## src/rtl/riscv_pkg.sv

```systemverilog
// ---------------------------------------------------------------------------
// riscv_pkg
//   Shared definitions for the RISC-V fetch datapath: the canonical NOP
//   encoding, the sequential PC step and the fetch FSM state encoding.
//   A small helper forces an address onto a word boundary.
//   Optional build macro used by the fetch stage: FETCH_MISALIGN_TRAP_EN.
// ---------------------------------------------------------------------------
package riscv_pkg;

   // addi x0, x0, 0 -- the canonical RISC-V NOP, used as the bubble word
   localparam logic [31:0] NOP     = 32'h0000_0013;

   // Distance between consecutive instruction words in bytes
   localparam logic [31:0] PC_STEP = 32'd4;

   // Fetch FSM: BOOT after reset, RUN while fetching, DRAIN once the PC
   // has walked past the end of instruction memory
   typedef enum logic [1:0] {
      BOOT  = 2'd0,
      RUN   = 2'd1,
      DRAIN = 2'd2
   } fetch_state_t;

   // Clears the two byte-offset bits so the address lands on a word
   function automatic logic [31:0] align_word(input logic [31:0] addr);
      return {addr[31:2], 2'b00};
   endfunction

endpackage

```

## src/rtl/instruction_fetch_stage_if.sv

```systemverilog
// ---------------------------------------------------------------------------
// instruction_fetch_stage_if
//   Bundles the fetch stage's control, memory and IF/ID signals.
//   master : hazard unit / instruction memory / decode side
//            drives Stall, Flush, BranchTarget, Instruction
//            observes ReadAddress, IfIdPc, IfIdInstr, IfIdValid, FetchDone
//   slave  : the fetch stage itself (directions reversed)
//   MisalignFault exists only when FETCH_MISALIGN_TRAP_EN is defined.
// ---------------------------------------------------------------------------
interface instruction_fetch_stage_if;

   logic        Stall;
   logic        Flush;
   logic [31:0] BranchTarget;
   logic [31:0] Instruction;
   logic [31:0] ReadAddress;
   logic [31:0] IfIdPc;
   logic [31:0] IfIdInstr;
   logic        IfIdValid;
   logic        FetchDone;
`ifdef FETCH_MISALIGN_TRAP_EN
   logic        MisalignFault;
`endif

`ifdef FETCH_MISALIGN_TRAP_EN
   modport master (
      output Stall, Flush, BranchTarget, Instruction,
      input  ReadAddress, IfIdPc, IfIdInstr, IfIdValid, FetchDone, MisalignFault
   );

   modport slave (
      input  Stall, Flush, BranchTarget, Instruction,
      output ReadAddress, IfIdPc, IfIdInstr, IfIdValid, FetchDone, MisalignFault
   );
`else
   modport master (
      output Stall, Flush, BranchTarget, Instruction,
      input  ReadAddress, IfIdPc, IfIdInstr, IfIdValid, FetchDone
   );

   modport slave (
      input  Stall, Flush, BranchTarget, Instruction,
      output ReadAddress, IfIdPc, IfIdInstr, IfIdValid, FetchDone
   );
`endif

endinterface

```

## src/rtl/instruction_fetch_stage_program_counter.sv

```systemverilog
// ---------------------------------------------------------------------------
// program_counter
//   Program-counter register with load / increment / hold.
//   Ports:
//     Clock       in   rising-edge clock
//     ResetN      in   asynchronous active-low reset, PC <= RESET_PC
//     load        in   take load_value (has priority over increment)
//     increment   in   advance by PC_STEP (wraps modulo 2^32)
//     load_value  in   32-bit redirect address
//     pc          out  current program counter
// ---------------------------------------------------------------------------
module program_counter
   import riscv_pkg::*;
#(
   parameter logic [31:0] RESET_PC = 32'h0000_0000
) (
   input  logic        Clock,
   input  logic        ResetN,
   input  logic        load,
   input  logic        increment,
   input  logic [31:0] load_value,
   output logic [31:0] pc
);

   // A redirect beats sequential advance; with neither request the PC holds
   always_ff @(posedge Clock or negedge ResetN) begin
      if (!ResetN) begin
         pc <= RESET_PC;
      end else if (load) begin
         pc <= load_value;
      end else if (increment) begin
         pc <= pc + PC_STEP;
      end
   end

endmodule

```

## src/rtl/instruction_fetch_stage.sv

```systemverilog
// ---------------------------------------------------------------------------
// instruction_fetch_stage
//   PC plus IF/ID pipeline register for the RISC-V datapath. ReadAddress is
//   the PC; the combinational instruction memory answers with Instruction in
//   the same cycle and the pair {PC, Instruction} is captured into IF/ID.
//   Handles stall, branch/jump redirect with squash, and end-of-program drain.
//   Parameters:
//     RESET_PC   PC loaded on reset
//     MEM_WORDS  instruction memory depth in words (fetch limit MEM_WORDS*4)
//   Ports:
//     Clock      in   rising-edge clock
//     ResetN     in   asynchronous active-low reset
//     fetch      slave modport of instruction_fetch_stage_if
//   Build macro FETCH_MISALIGN_TRAP_EN: a redirect to a non-word-aligned
//   target raises a sticky MisalignFault and drains instead of loading.
//   Without it the two low target bits are simply cleared.
// ---------------------------------------------------------------------------
module instruction_fetch_stage
   import riscv_pkg::*;
#(
   parameter logic [31:0] RESET_PC  = 32'h0000_0000,
   parameter int          MEM_WORDS = 32
) (
   input  logic                      Clock,
   input  logic                      ResetN,
   instruction_fetch_stage_if.slave  fetch
);

   localparam logic [31:0] FETCH_LIMIT = 32'(MEM_WORDS * 4);

   fetch_state_t state;
   logic [31:0]  pc;
   logic [31:0]  pc_plus;
   logic [31:0]  target;
   logic         misaligned;
   logic         target_in_range;
   logic         pc_load;
   logic         pc_inc;
   logic [31:0]  ifid_pc;
   logic [31:0]  ifid_instr;
   logic         ifid_valid;
   logic         fetch_done;
`ifdef FETCH_MISALIGN_TRAP_EN
   logic         misalign_fault;
`endif

   // With the trap enabled an unaligned target is rejected, so it is passed
   // through untouched; otherwise it is quietly snapped to a word boundary.
`ifdef FETCH_MISALIGN_TRAP_EN
   assign target     = fetch.BranchTarget;
   assign misaligned = (fetch.BranchTarget[1:0] != 2'b00);
`else
   assign target     = align_word(fetch.BranchTarget);
   assign misaligned = 1'b0;
`endif

   assign target_in_range = (target < FETCH_LIMIT);
   assign pc_plus         = pc + PC_STEP;

   // PC control. In RUN any accepted redirect loads the PC, even one that
   // lands past memory (that one also sends us to DRAIN). In DRAIN only an
   // in-range redirect restarts fetch; the PC otherwise stays parked.
   always_comb begin
      pc_load = 1'b0;
      pc_inc  = 1'b0;
      unique case (state)
         RUN: begin
            if (fetch.Flush) begin
               pc_load = !misaligned;
            end else if (!fetch.Stall) begin
               pc_inc = 1'b1;
            end
         end
         DRAIN: begin
            if (fetch.Flush && !misaligned && target_in_range) begin
               pc_load = 1'b1;
            end
         end
         default: begin
         end
      endcase
   end

   program_counter #(
      .RESET_PC (RESET_PC)
   ) u_program_counter (
      .Clock      (Clock),
      .ResetN     (ResetN),
      .load       (pc_load),
      .increment  (pc_inc),
      .load_value (target),
      .pc         (pc)
   );

   // Fetch FSM together with the IF/ID register. Flush outranks Stall in
   // every state except BOOT, where both are ignored. A squash writes a
   // bubble (PC 0, NOP, not valid) so decode sees the same thing it sees
   // straight out of reset. FetchDone is registered alongside the state so
   // it is high exactly while we sit in DRAIN.
   always_ff @(posedge Clock or negedge ResetN) begin
      if (!ResetN) begin
         state          <= BOOT;
         ifid_pc        <= '0;
         ifid_instr     <= NOP;
         ifid_valid     <= 1'b0;
         fetch_done     <= 1'b0;
`ifdef FETCH_MISALIGN_TRAP_EN
         misalign_fault <= 1'b0;
`endif
      end else begin
         unique case (state)
            BOOT: begin
               state <= RUN;
            end

            RUN: begin
               if (fetch.Flush) begin
                  ifid_pc    <= '0;
                  ifid_instr <= NOP;
                  ifid_valid <= 1'b0;
                  if (misaligned) begin
`ifdef FETCH_MISALIGN_TRAP_EN
                     misalign_fault <= 1'b1;
`endif
                     state      <= DRAIN;
                     fetch_done <= 1'b1;
                  end else if (!target_in_range) begin
                     state      <= DRAIN;
                     fetch_done <= 1'b1;
                  end
               end else if (!fetch.Stall) begin
                  ifid_pc    <= pc;
                  ifid_instr <= fetch.Instruction;
                  ifid_valid <= 1'b1;
                  if (pc_plus >= FETCH_LIMIT) begin
                     state      <= DRAIN;
                     fetch_done <= 1'b1;
                  end
               end
            end

            DRAIN: begin
               if (fetch.Flush) begin
                  ifid_pc    <= '0;
                  ifid_instr <= NOP;
                  ifid_valid <= 1'b0;
                  if (misaligned) begin
`ifdef FETCH_MISALIGN_TRAP_EN
                     misalign_fault <= 1'b1;
`endif
                  end else if (target_in_range) begin
                     state      <= RUN;
                     fetch_done <= 1'b0;
                  end
               end else if (!fetch.Stall) begin
                  ifid_pc    <= '0;
                  ifid_instr <= NOP;
                  ifid_valid <= 1'b0;
               end
            end

            default: begin
               state <= BOOT;
            end
         endcase
      end
   end

   assign fetch.ReadAddress   = pc;
   assign fetch.IfIdPc        = ifid_pc;
   assign fetch.IfIdInstr     = ifid_instr;
   assign fetch.IfIdValid     = ifid_valid;
   assign fetch.FetchDone     = fetch_done;
`ifdef FETCH_MISALIGN_TRAP_EN
   assign fetch.MisalignFault = misalign_fault;
`endif

endmodule
```

## src/flat_wrapper.sv

```systemverilog
// flat-port wrapper written by rule: the top's interface ports become plain ports
module instruction_fetch_stage_flat import riscv_pkg::*;
#(
   parameter logic [31:0] RESET_PC  = 32'h0000_0000,
   parameter int          MEM_WORDS = 32
)
  (Clock, ResetN, fetch_Stall, fetch_Flush, fetch_BranchTarget, fetch_Instruction, fetch_ReadAddress, fetch_IfIdPc, fetch_IfIdInstr, fetch_IfIdValid, fetch_FetchDone);
  instruction_fetch_stage_if fetch_i ();
  input  logic Clock;
  input  logic ResetN;
  input wire logic [$bits(fetch_i.Stall)-1:0] fetch_Stall;
  input wire logic [$bits(fetch_i.Flush)-1:0] fetch_Flush;
  input wire logic [$bits(fetch_i.BranchTarget)-1:0] fetch_BranchTarget;
  input wire logic [$bits(fetch_i.Instruction)-1:0] fetch_Instruction;
  output wire logic [$bits(fetch_i.ReadAddress)-1:0] fetch_ReadAddress;
  output wire logic [$bits(fetch_i.IfIdPc)-1:0] fetch_IfIdPc;
  output wire logic [$bits(fetch_i.IfIdInstr)-1:0] fetch_IfIdInstr;
  output wire logic [$bits(fetch_i.IfIdValid)-1:0] fetch_IfIdValid;
  output wire logic [$bits(fetch_i.FetchDone)-1:0] fetch_FetchDone;
  assign fetch_i.Stall = fetch_Stall;
  assign fetch_i.Flush = fetch_Flush;
  assign fetch_i.BranchTarget = fetch_BranchTarget;
  assign fetch_i.Instruction = fetch_Instruction;
  assign fetch_ReadAddress = fetch_i.ReadAddress;
  assign fetch_IfIdPc = fetch_i.IfIdPc;
  assign fetch_IfIdInstr = fetch_i.IfIdInstr;
  assign fetch_IfIdValid = fetch_i.IfIdValid;
  assign fetch_FetchDone = fetch_i.FetchDone;
  instruction_fetch_stage #(.RESET_PC(RESET_PC), .MEM_WORDS(MEM_WORDS)) u_core (.Clock(Clock), .ResetN(ResetN), .fetch(fetch_i));
endmodule
```

## config.mk

```make
export PLATFORM = sky130hd
export DESIGN_NAME = instruction_fetch_stage_flat
export DESIGN_NICKNAME = d
export VERILOG_FILES = /design/src/rtl/riscv_pkg.sv /design/src/rtl/instruction_fetch_stage_if.sv /design/src/rtl/instruction_fetch_stage_program_counter.sv /design/src/rtl/instruction_fetch_stage.sv /design/src/flat_wrapper.sv
export SDC_FILE = /design/constraint.sdc
export NUM_CORES = 1
export LEC_CHECK = 0
export BUFFER_PORTS_ARGS = -buffer_cell sky130_fd_sc_hd__clkbuf_2
export CAP_MARGIN = 0
export CORE_MARGIN = 2
export CORE_UTILIZATION = 25
export DETAILED_ROUTE_END_ITERATION = 8
export HOLD_SLACK_MARGIN = 0.06
export PLACE_DENSITY = 0.41
export SYNTH_ARGS = -nofsm -noshare
export SYNTH_HDL_FRONTEND = slang
export SYNTH_SLANG_ARGS = --single-unit
```

## constraint.sdc

```tcl
create_clock -name Clock -period 3.25 [get_ports Clock]
set_clock_uncertainty 0.1 [all_clocks]
set_input_delay 0.325 -clock Clock [delete_from_list [all_inputs] [get_ports Clock]]
set_output_delay 0.325 -clock Clock [all_outputs]
set_load 0.005 [all_outputs]
```

# Yosys cells after proc, flatten, opt, wreduce, memory -nomap -nowiden
# Cells that the tools add are included.
# Widths: inputs -> output; s select.
# word_totals
out_inout_bits	98
input_bits	68
reg_bits	100
word_cells	61
# classes
n_eq_ne	8
n_reduce_logical	7
n_addsub	1
magnitude_cmp	2
muxes	37
# op_table
cell	n
$mux 32	10
$pmux 32 s2	2
$add 32x3->32 const B	1
$ge 32x8->1 const B	1
$lt 32x8->1 const B	1
$mux 1	15
$mux 2	6
$ne 3x3->1 const B	3
$pmux 1 s2	3
$pmux 2 s3	1
$reduce_and 6->1	1
$reduce_and 5->1	1
$reduce_bool 2->1	2
$ne 3x2->1 const B	1
$reduce_and 3->1	1
$eq 2x1->1 const B	1
$eq 2x2->1 const B	1
$logic_not 2->1	1
$ne 2x1->1 const B	1
$ne 2x2->1 const B	1
$logic_and 1x1->1	1

# Longest topological paths before layout
# Gate-level depths: netlist of run 1.
# depth
depth_word	6
mapped_depth	10
depth_no_buf	9

# Cells and area by module
# A second synthesis of run 1 with hierarchy kept.
# hier_totals
cells_unflattened	507
hier_area_um2	5013.6
# modules_own_cells
module	seq_area_each_um2	area_each_um2	instances	cells_each
instruction_fetch_stage	1705.4	3193.1	1	307
program_counter	800.8	1820.5	1	200

# Worst setup path before layout of run 1
# Ideal clock, no wire load.
# synth_path
kind	register to register
start	register u_core.u_program_counter.pc[2]
end	register u_core.state[1]
synth_period_minus_slack_ns	2.650
required_ns	3.025
setup_time_ns	0.125
stages_incl_launch_ff	11
slack_ns	0.600
t_arrival_ns	2.425
n_path_buf	1
cell_sequence	dfrtp_1 > ha_1 > nand3_4 > nor4_4 > and2_1 > buf_4 > nand3_1 > a22oi_1 > a41oi_2 > o21ai_2 > mux2_4
# synth_between
elab_chain_cells	4
# synth_rtl
item	line	rtl
from (decl)	instruction_fetch_stage_program_counter.sv:22	output logic [31:0] pc
from (signal assigned)	instruction_fetch_stage_program_counter.sv:30	pc <= load_value;
from (signal assigned)	instruction_fetch_stage_program_counter.sv:32	pc <= pc + PC_STEP;
$add 32x3->32	instruction_fetch_stage.sv:58	assign pc_plus = pc + PC_STEP;
$ge 32x8->1	instruction_fetch_stage.sv:135	if (pc_plus >= FETCH_LIMIT) begin
$ne 3x2->1 (no source line)	--	
$reduce_and 5->1 (no source line)	--	
to (signal assigned)	instruction_fetch_stage.sv:128	state <= DRAIN;
to (signal assigned)	instruction_fetch_stage.sv:136	state <= DRAIN;
to (signal assigned)	instruction_fetch_stage.sv:152	state <= RUN;
to (decl)	instruction_fetch_stage.sv:31	fetch_state_t state;
# No other way between the ends.
# A chain may end at the register's enable or synchronous reset.

# Worst setup path in the final report of run 1
# Same ends and word-level chain as after synthesis.

==> impl_metrics.csv, run 1 <==
group,metric,value,unit
floorplan,coreArea,20000,µm²
final_layout,mostFrequentLayoutCell,"clkbuf_2",
yosys,ys_warn_count,0,
power_and_ir_drop,powerDensity,828,nW/µm²
global_route,grt_max_degree,78,
critical_path,crit_type,"reg -> reg",
drt,vias,4594,
sta,setup_violations,0,
global_route,first_global_vias,4658,
clock_network,cts_max_level,3,
sta,period_minus_slack,2.90,ns
flow_run,maxCapViolCount,0,
final_layout,nFillCells,2149,
global_route,grt_pass1_wl,26.4,mm
clock_network,cts_root_buffer,"clkbuf_16",
sta,holdWs,0.0532,ns
final_layout,area_growth,29.9,%
global_route,antenna_found_initial,0,
critical_path,critPathCaptureType,"register",
floorplan,die_h,146,µm
yosys,synth-edff-count,0,
clock_network,cts_inserted_buffers,9,
floorplan,io_pins,166,
clock_network,cts_setup_buffers,0,
floorplan,die_area,21400,µm²
sta,grt_setup_unrepaired,"false",
clock_network,clock-sinks,97,
drt,drt-initial-drc-count,189,
critical_path,arrival,3.04,ns
final_layout,multi_input_area,2410,µm²
sta,final_max_slew_viol_count,0,
drt,vias_per_cell,4.88,
sta,fmax,0.345,GHz
drt,wl_per_cell,17.4,µm
drt,wirelength,16.4,mm
yosys,synth-seq-cells,97,
power_and_ir_drop,ir_drop,0.255,mV
drt,route.detailed.drc,0,
worst_hold_path,min_path_type,"in -> async",
critical_path,cp_max_fo,8,
yosys,seq_area_frac_synth,0.481,
floorplan,initial_utilization,0.252,
critical_path,rr_startpoint,"u_core.u_program_counter.pc[2]$_DFFE_PN0P_",
final_layout,drive_gt1_frac,0.351,
floorplan,core.rowCount,52,
sta,hold_viol,0,
final_layout,layout_common_cells,"160 x clkbuf_2, 94 x dfrtp_1, 77 x nand2_1",
critical_path,cp-start-kind,"register",
yosys,synthArstFlopShare,1.00,
sta,relSlewSlack,0.326,
place,portBuffers,161,
drt,final_antenna_net_count,0,
place,hpwl,12.1,mm
sta,tightest_slew,1.01,ns
final_layout,seqCellArea,2430,µm²
drt,drt_first_pass_iters,4,
global_route,overflow,0,
critical_path,startpoint,"u_core.u_program_counter.pc[2]$_DFFE_PN0P_",
clock_network,clockBufferDepth,2,
clock_network,path_clk_slew,0.07,ns
global_route,grtUsageTotal,0.157,
power_and_ir_drop,power.leakage,3.20,nW
final_layout,antenna_cells,0,
outcome,status,"completed",
clock_network,cts_tree,"done",
yosys,yosys.cell_types.count,64,
clock_network,post_cts_resized,0,
yosys,synth_area,5060,µm²
final_layout,fin_nets,739,
yosys,synth-main-ff-cell,"dfrtp_1",
critical_path,crit_required,3.39,ns
yosys,synthCells,507,
yosys,synth.avg_cell_area,9.97,µm²
clock_network,clkLatencyLatePin,0.35,ns
place,gp_congestion,0.817,
floorplan,die_x,146,µm
clock_network,ctsHoldBuffers,0,
sta,fin_setup_tns,0,ns
sta,min_period_over_period,0.892,
## final timing paths
check | slack [ns] | cells past startpoint | end
worst max-delay path | 0.35 | 9 | u_core.state[1]$_DFFE_PN0P_
worst max register to register | 0.35 | 9 | u_core.state[1]$_DFFE_PN0P_
max in group asynchronous | 2.11 | 2 | u_core.fetch.IfIdInstr[31]$_DFFE_PN0P_
min in group Clock | 0.08 | 3 | u_core.fetch.IfIdInstr[27]$_DFFE_PN0P_
worst min register to register | 0.37 | 2 | u_core.fetch.IfIdInstr[26]$_DFFE_PN0P_
worst min-delay path | 0.05 | 1 | u_core.fetch.IfIdInstr[7]$_DFFE_PN0P_
## logic make-up after synthesis
kind of cell | count (synthesis) | synth area share
buffers and inverters | 51 | 0.0478
other | 1 | 0.000742
AOI/OAI and AO/OA | 126 | 0.195
and+or+nand+nor | 211 | 0.232
xor gates and xnor gates | 12 | 0.0223
DFF | 97 | 0.481
muxes | 5 | 0.0119
adders and majority gates | 4 | 0.00990
## final cells by class
cell class | instances | area share
sequential | 97 | 0.370
multi-input combinational | 360 | 0.368
timing repair buffer | 191 | 0.161
tap | 270 | 0.0514
clock buffer | 10 | 0.0349
clock inverter | 6 | 0.0101
inverter | 8 | 0.00457
## per-stage QoR
| step | util | cells | worst slack [ns] | power [W] | instance area [µm²] |
|---|---|---|---|---|---|
| CTS | 0.328 | 942 | 0.318 | 0.00553 | 6570 |
| detailed placement | 0.313 | 926 | 0.345 | 0.00442 | 6270 |
| floorplan | - | 508 | 0.600 | 0.00333 | 5060 |
| finish | 0.328 | 942 | 0.352 | 0.00543 | 6570 |
| global placement | 0.313 | 926 | 0.346 | 0.00437 | 6270 |
| global route | 0.328 | 942 | 0.113 | 0.00588 | 6570 |
## worst max-delay path, cell delays in order, from the launching register on
cell	delay [ns]
dfrtp_1	0.35
ha_1	0.29
nand3_4	0.18
nor4_4	0.54
xnor2_1	0.18
nand4_1	0.17
nor4_4	0.31
a41oi_2	0.22
o21ai_2	0.13
mux2_4	0.31
## layer usage
layer | global-route usage | vias up | routed length, µm
met5 | 0 | - | 0
li1 | - | 2199 | -
met2 | 0.250 | 150 | 7750
met4 | 0.0578 | 0 | 299
met3 | 0.0338 | 19 | 964
met1 | 0.212 | 2226 | 7390
## where the power goes
group	switching, W	internal (W)	total, W
registers	0.000408	0.00166	0.00207
clock network	0.000493	0.000599	0.00109
logic	0.00125	0.00102	0.00227
## Yosys cell counts, types with 4 or more instances
cell type   n  area [µm²]
nor3_1     12        60.1
nand3_1    34         170
nor3b_1     5        37.5
nor2_1     25        93.8
a22oi_1     5        37.5
a22o_1     38         333
o21ai_0    28         140
xnor2_1     8        70.1
o311ai_0    5        43.8
dfrtp_1    94        2350
a221o_1    16         160
buf_2       5        25.0
and3_1      8        50.1
nor4_4      4        85.1
buf_4       5        37.5
clkbuf_1   28         105
a21oi_1    11        55.1
nand4_1     9        56.3
ha_1        4        50.1
nand2_1    77         289
nor4_1     10        62.6
inv_1       8        30.0
## flip-flops by register name, indices dropped and copies added, names as in the netlist
name	count
u_core.u_program_counter.pc	30
u_core.state	2
u_core.fetch.FetchDone	1
u_core.fetch.IfIdValid	1
u_core.fetch.IfIdPc	31
u_core.fetch.IfIdInstr	32
(Power assumes the default switching activity.)
==> inputs of run 2 (changes only) <==
--- a/config.mk
+++ b/config.mk
@@ -12,6 +12,7 @@
 export DETAILED_ROUTE_END_ITERATION = 8
 export HOLD_SLACK_MARGIN = 0.06
 export PLACE_DENSITY = 0.41
+export SETUP_SLACK_MARGIN = 0.4
 export SYNTH_ARGS = -nofsm -noshare
 export SYNTH_HDL_FRONTEND = slang
 export SYNTH_SLANG_ARGS = --single-unit
==> run 2 against run 1 <==
Die area stayed put. Combinational power is 4% higher. Final area is 2.4% higher. Non-clock buffer count is 11 higher. Register-to-register slack better by 0.20 ns. Sequential share of layout area is 0.65 points lower. Hold slack worse by 0.00087 ns. Utilization is 0.77 points higher. Setup slack better by 0.20 ns. Critical endpoint unchanged. Largest cell class is now multi-input gates. Largest power group unchanged. Highest routed layer unchanged.
==> impl_metrics.csv, run 2 (synthesized netlist as in run 1, its figures left out) <==
group,metric,value,unit
sta,relSlewSlack,0.325,
clock_network,cts_root_buffer,"clkbuf_16",
final_layout,largest_reg_flops,32,
critical_path,r2r_slack,0.55,ns
power_and_ir_drop,power.leakage,3.25,nW
flow_run,maxCapViolCount,0,
final_layout,mostFrequentLayoutCell,"clkbuf_2",
power_and_ir_drop,ir_drop,0.257,mV
floorplan,coreArea,20000,µm²
sta,grt_setup_unrepaired,"false",
critical_path,crit_required,3.39,ns
clock_network,clkLatencyLatePin,0.35,ns
place,portBuffers,161,
critical_path,rr_endpoint,"u_core.state[1]$_DFFE_PN0P_",
place,hpwl,12.1,mm
drt,final_antenna_net_count,0,
critical_path,crit_type,"reg -> reg",
global_route,first_global_vias,4656,
critical_path,crit_end,"u_core.state[1]$_DFFE_PN0P_",
floorplan,core.rowCount,52,
drt,wl_per_cell,17.3,µm
clock_network,clockBufferDepth,2,
global_route,antenna_found_initial,0,
sta,fin_setup_tns,0,ns
place,place_ws,0.345,ns
global_route,grt_max_degree,78,
global_route,grt_pass1_wl,26.4,mm
final_layout,drive_gt1_frac,0.391,
global_route,grtUsageTotal,0.157,
sta,worst_slack,0.552,ns
floorplan,die_area,21400,µm²
critical_path,startpoint,"u_core.u_program_counter.pc[7]$_DFFE_PN0P_",
drt,vias,4675,
drt,drt-initial-drc-count,196,
worst_hold_path,min_path_type,"in -> async",
final_layout,area_growth,32.9,%
critical_path,rr_startpoint,"u_core.u_program_counter.pc[7]$_DFFE_PN0P_",
sta,setup_violations,0,
sta,fmax,0.371,GHz
clock_network,cts_max_level,3,
final_layout,fin_nets,750,
critical_path,r2r_cells,9,
place,gp_congestion,0.817,
drt,wirelength,16.5,mm
clock_network,clock-sinks,97,
critical_path,arrival,2.84,ns
critical_path,critPathCaptureType,"register",
floorplan,initial_utilization,0.252,
sta,min_period_over_period,0.830,
clock_network,cts_tree,"done",
drt,vias_per_cell,4.91,
floorplan,die_h,146,µm
clock_network,ctsHoldBuffers,0,
sta,hold_viol,0,
critical_path,cp_max_fo,6,
global_route,overflow,0,
final_layout,antenna_cells,0,
clock_network,path_clk_slew,0.07,ns
floorplan,die_x,146,µm
final_layout,layout_common_cells,"160 x clkbuf_2, 83 x dfrtp_1, 76 x nand2_1",
clock_network,cts_inserted_buffers,9,
drt,route.detailed.drc,0,
sta,period_minus_slack,2.70,ns
sta,tightest_slew,1.01,ns
outcome,status,"completed",
power_and_ir_drop,powerDensity,822,nW/µm²
critical_path,cp-start-kind,"register",
floorplan,io_pins,166,
drt,drt_first_pass_iters,4,
sta,final_max_slew_viol_count,0,
run 2: changes by cell type in the layout (fill, tap and decap cells not counted), sizes merged:
cell and delta:
buf +11
run 2: cell type report:
class                      count  area (µm²)
fill                        2135       13300
multi-input combinational    360        2470
sequential                    97        2440
timing repair buffer         202        1140
tap                          270         338
clock buffer                  10         229
clock inverter                 6        66.3
inverter                       8        30.0
run 2: metrics by stage:
| stage | utilization | power (W) | area, µm² | hold WS [ns] | std cells |
|---|---|---|---|---|---|
| after CTS | 0.329 | 0.00554 | 6600 | 0.0631 | 945 |
| after global placement | 0.313 | 0.00437 | 6270 | 0.353 | 926 |
| after floorplan | - | 0.00333 | 5060 | -0.0706 | 508 |
| final | 0.335 | 0.00552 | 6720 | 0.0524 | 953 |
| after global routing | 0.335 | 0.00597 | 6720 | 0.0819 | 953 |
| after detailed placement | 0.313 | 0.00442 | 6270 | 0.359 | 926 |
run 2: worst min path at each step:
stage / end / depth (start not counted)
2_1_floorplan: u_core.fetch.FetchDone$_DFFE_PN0P_ / 0
3_3_place_gp: u_core.fetch.IfIdInstr[26]$_DFFE_PN0P_ / 2
3_5_place_dp: u_core.fetch.IfIdPc[14]$_DFFE_PN0P_ / 2
4_1_cts: u_core.fetch.IfIdInstr[27]$_DFFE_PN0P_ / 3
5_1_grt: u_core.fetch.IfIdInstr[23]$_DFFE_PN0P_ / 3
6_report: u_core.fetch.IfIdInstr[7]$_DFFE_PN0P_ / 1
run 2: critical path, cell delays in order, from the launching register on:
cell	delay [ns]
dfrtp_2	0.44
nand4_4	0.17
buf_4	0.21
nor4_4	0.37
xnor2_1	0.17
o21ai_0	0.17
nor4_4	0.29
a41oi_2	0.22
o21ai_2	0.13
mux2_4	0.31
run 2: per-layer routing:
metal / wire length [µm] / part of all wire / up-vias / GRT usage
met5: 0 / 0 / - / 0
met1: 7440 / 0.45 / 2286 / 0.212
met2: 7830 / 0.47 / 147 / 0.251
met3: 940 / 0.057 / 18 / 0.0338
met4: 284 / 0.017 / 0 / 0.0563
li1: - / - / 2224 / -
run 2: timing repair:
item / CTS / global route
buffers inserted: 3 / 8
setup endpoints to repair: 1 / 3
resized for setup: 4 / 20
pin swaps: 1 / 5
run 2: power by group:
part	internal, W	leakage, nW	switching [W]	total [W]
sequential	0.00167	1.27	0.000403	0.00208
clock	0.000599	0.135	0.000493	0.00109
combinational	0.00107	1.85	0.00128	0.00235
==> inputs of run 3 (changes only) <==
--- a/config.mk
+++ b/config.mk
@@ -11,7 +11,7 @@
 export CORE_UTILIZATION = 25
 export DETAILED_ROUTE_END_ITERATION = 8
 export HOLD_SLACK_MARGIN = 0.06
-export PLACE_DENSITY = 0.41
+export PLACE_DENSITY = 0.43
 export SETUP_SLACK_MARGIN = 0.4
 export SYNTH_ARGS = -nofsm -noshare
 export SYNTH_HDL_FRONTEND = slang
==> constraint.sdc (replaced) <==
create_clock -name Clock -period 2.4 [get_ports Clock]
set_clock_uncertainty 0.1 [all_clocks]
set_input_delay 0.24 -clock Clock [delete_from_list [all_inputs] [get_ports Clock]]
set_output_delay 0.24 -clock Clock [all_outputs]
set_load 0.005 [all_outputs]
==> run 3 against run 2 <==
The run now ends with setup timing left. Hold slack improved by 0.021 ns. Die area unchanged. Register-to-register slack got worse by 0.70 ns. Combinational power increased by 90%. Final cell count increased by 17%. Via count increased by 14%. Non-clock buffer count increased by 162. Critical path depth decreased by 1. Utilization increased by 9.5 points. Sequential share of layout area decreased by 8.0 points. Critical path type unchanged.
==> impl_metrics.csv, run 3 (synthesized netlist as in run 1, its figures left out) <==
group,metric,value,unit
critical_path,cp_max_fo,6,
final_layout,seqCellArea,2450,µm²
global_route,overflow,0,
final_layout,multi_input_area,2750,µm²
clock_network,cts_tree,"done",
power_and_ir_drop,clockPowerShare,0.159,
critical_path,arrival,2.69,ns
clock_network,cts_inserted_buffers,9,
place,gp_congestion,0.809,
critical_path,critPathCaptureType,"register",
place,portBuffers,161,
power_and_ir_drop,ir_drop,0.394,mV
floorplan,io_pins,166,
floorplan,coreArea,20000,µm²
critical_path,r2r_slack,-0.15,ns
worst_hold_path,whs_path_depth,2,
drt,vias_per_cell,4.78,
clock_network,cts_root_buffer,"clkbuf_16",
floorplan,core.rowCount,52,
sta,fin_setup_tns,-0.336,ns
critical_path,crit_type,"reg -> reg",
drt,drt_first_pass_iters,4,
critical_path,crit_end,"u_core.state[1]$_DFFE_PN0P_",
final_layout,antenna_cells,0,
final_layout,area_growth,70.5,%
critical_path,rr_endpoint,"u_core.state[1]$_DFFE_PN0P_",
clock_network,clock-sinks,97,
sta,setup_violations,3,
clock_network,clkLatencyLatePin,0.35,ns
floorplan,die_h,146,µm
final_layout,final_cells,1115,
drt,vias,5329,
place,dp_cells,1005,
global_route,antenna_found_initial,0,
power_and_ir_drop,power.leakage,4.18,nW
drt,wirelength,20.0,mm
place,hpwl,13.4,mm
global_route,grt_max_degree,52,
global_route,first_global_vias,5470,
sta,final_max_slew_viol_count,0,
power_and_ir_drop,p_comb_frac,0.521,
clock_network,clockBufferDepth,2,
clock_network,path_clk_slew,0.07,ns
final_layout,mostFrequentLayoutCell,"clkbuf_2",
sta,period_minus_slack,2.55,ns
outcome,violations,"setup timing",
global_route,grtUsageTotal,0.182,
sta,hold_viol,0,
sta,fmax,0.392,GHz
power_and_ir_drop,seq_power_share,0.321,
critical_path,cp-start-kind,"register",
drt,final_antenna_net_count,0,
drt,drt-initial-drc-count,279,
floorplan,initial_utilization,0.252,
final_layout,layout_common_cells,"160 x clkbuf_2, 116 x buf_4, 80 x dfrtp_1",
final_layout,fin_nets,912,
final_layout,largest_reg_flops,32,
final_layout,nFillCells,1964,
drt,route.detailed.drc,0,
critical_path,startpoint,"u_core.u_program_counter.pc[10]$_DFFE_PN0P_",
sta,min_period_over_period,1.06,
critical_path,rr_startpoint,"u_core.u_program_counter.pc[10]$_DFFE_PN0P_",
floorplan,die_x,146,µm
sta,holdWs,0.0734,ns
power_and_ir_drop,p_int,0.00521,W
critical_path,r2r_cells,8,
global_route,grt_pass1_wl,30.5,mm
power_and_ir_drop,powerDensity,994,nW/µm²
power_and_ir_drop,p_sw,0.00336,W
flow_run,maxCapViolCount,0,
final_layout,fin_util,0.430,
clock_network,cts_max_level,3,
floorplan,die_area,21400,µm²
power_and_ir_drop,sw_frac_of_total,0.392,
drt,wl_per_cell,18.0,µm
sta,worst_slack,-0.151,ns
outcome,status,"finished with violations",
critical_path,crit_required,2.54,ns
worst_hold_path,min_path_type,"in -> reg",
final_layout,drive_gt1_frac,0.501,
sta,grt_setup_unrepaired,"true",
[run 3: power by group through the flow]
stage / clock (W) / combinational, W / sequential [W]
floorplan: 0 / 0.00178 / 0.00282
global placement: 0 / 0.00366 / 0.00274
detailed placement: 0 / 0.00369 / 0.00277
CTS: 0.00141 / 0.00412 / 0.00274
global route: 0.00148 / 0.00486 / 0.00283
finish: 0.00136 / 0.00446 / 0.00275
[run 3: repair_timing]
item                                    4_1_cts  5_1_grt
setup buffers                                20       16
endpoints found under the hold margin       118        0
resized for setup                            48       73
endpoints found under the setup margin       75       68
hold buffers                                 49        0
pin swaps                                    28       38
gates cloned                                  5        4
[run 3: worst max-delay path: stages (launching register included)]
cell and delay (ns):
dfrtp_1 0.42, nand4_4 0.25, nor4_4 0.38, a31o_2 0.21
o211ai_1 0.16, a2111oi_4 0.25, a41oi_2 0.22, o21ai_2 0.13
mux2_4 0.31
[run 3: worst min path at each step]
stage,start,endpoint
after floorplan,ResetN,u_core.fetch.FetchDone$_DFFE_PN0P_
after global placement,ResetN,u_core.fetch.IfIdInstr[10]$_DFFE_PN0P_
after detailed placement,ResetN,u_core.fetch.IfIdInstr[10]$_DFFE_PN0P_
after CTS,fetch_BranchTarget[19],u_core.u_program_counter.pc[19]$_DFFE_PN0P_
after global routing,fetch_BranchTarget[31],u_core.u_program_counter.pc[31]$_DFFE_PN0P_
final,fetch_BranchTarget[31],u_core.u_program_counter.pc[31]$_DFFE_PN0P_
[run 3: through the flow]
step | power (W) | worst slack [ns] | cell area (µm²)
2_1_floorplan | 0.00460 | -0.0357 | 5150
3_3_place_gp | 0.00640 | -0.121 | 6960
3_5_place_dp | 0.00646 | -0.148 | 6960
4_1_cts | 0.00827 | -0.124 | 8140
5_1_grt | 0.00918 | -0.250 | 8620
6_report | 0.00857 | -0.151 | 8620
[run 3: final cells by class]
class / instances / share of cell area
timing repair buffer: 364 / 0.323
multi-input combinational: 360 / 0.318
sequential: 97 / 0.284
tap: 270 / 0.0392
clock buffer: 10 / 0.0266
clock inverter: 6 / 0.00508
inverter: 8 / 0.00348
[run 3: per-layer routing]
metal,part of all wire,track usage
met1,0.46,0.241
met4,0.016,0.0631
met2,0.47,0.302
met5,0,0
met3,0.046,0.0319
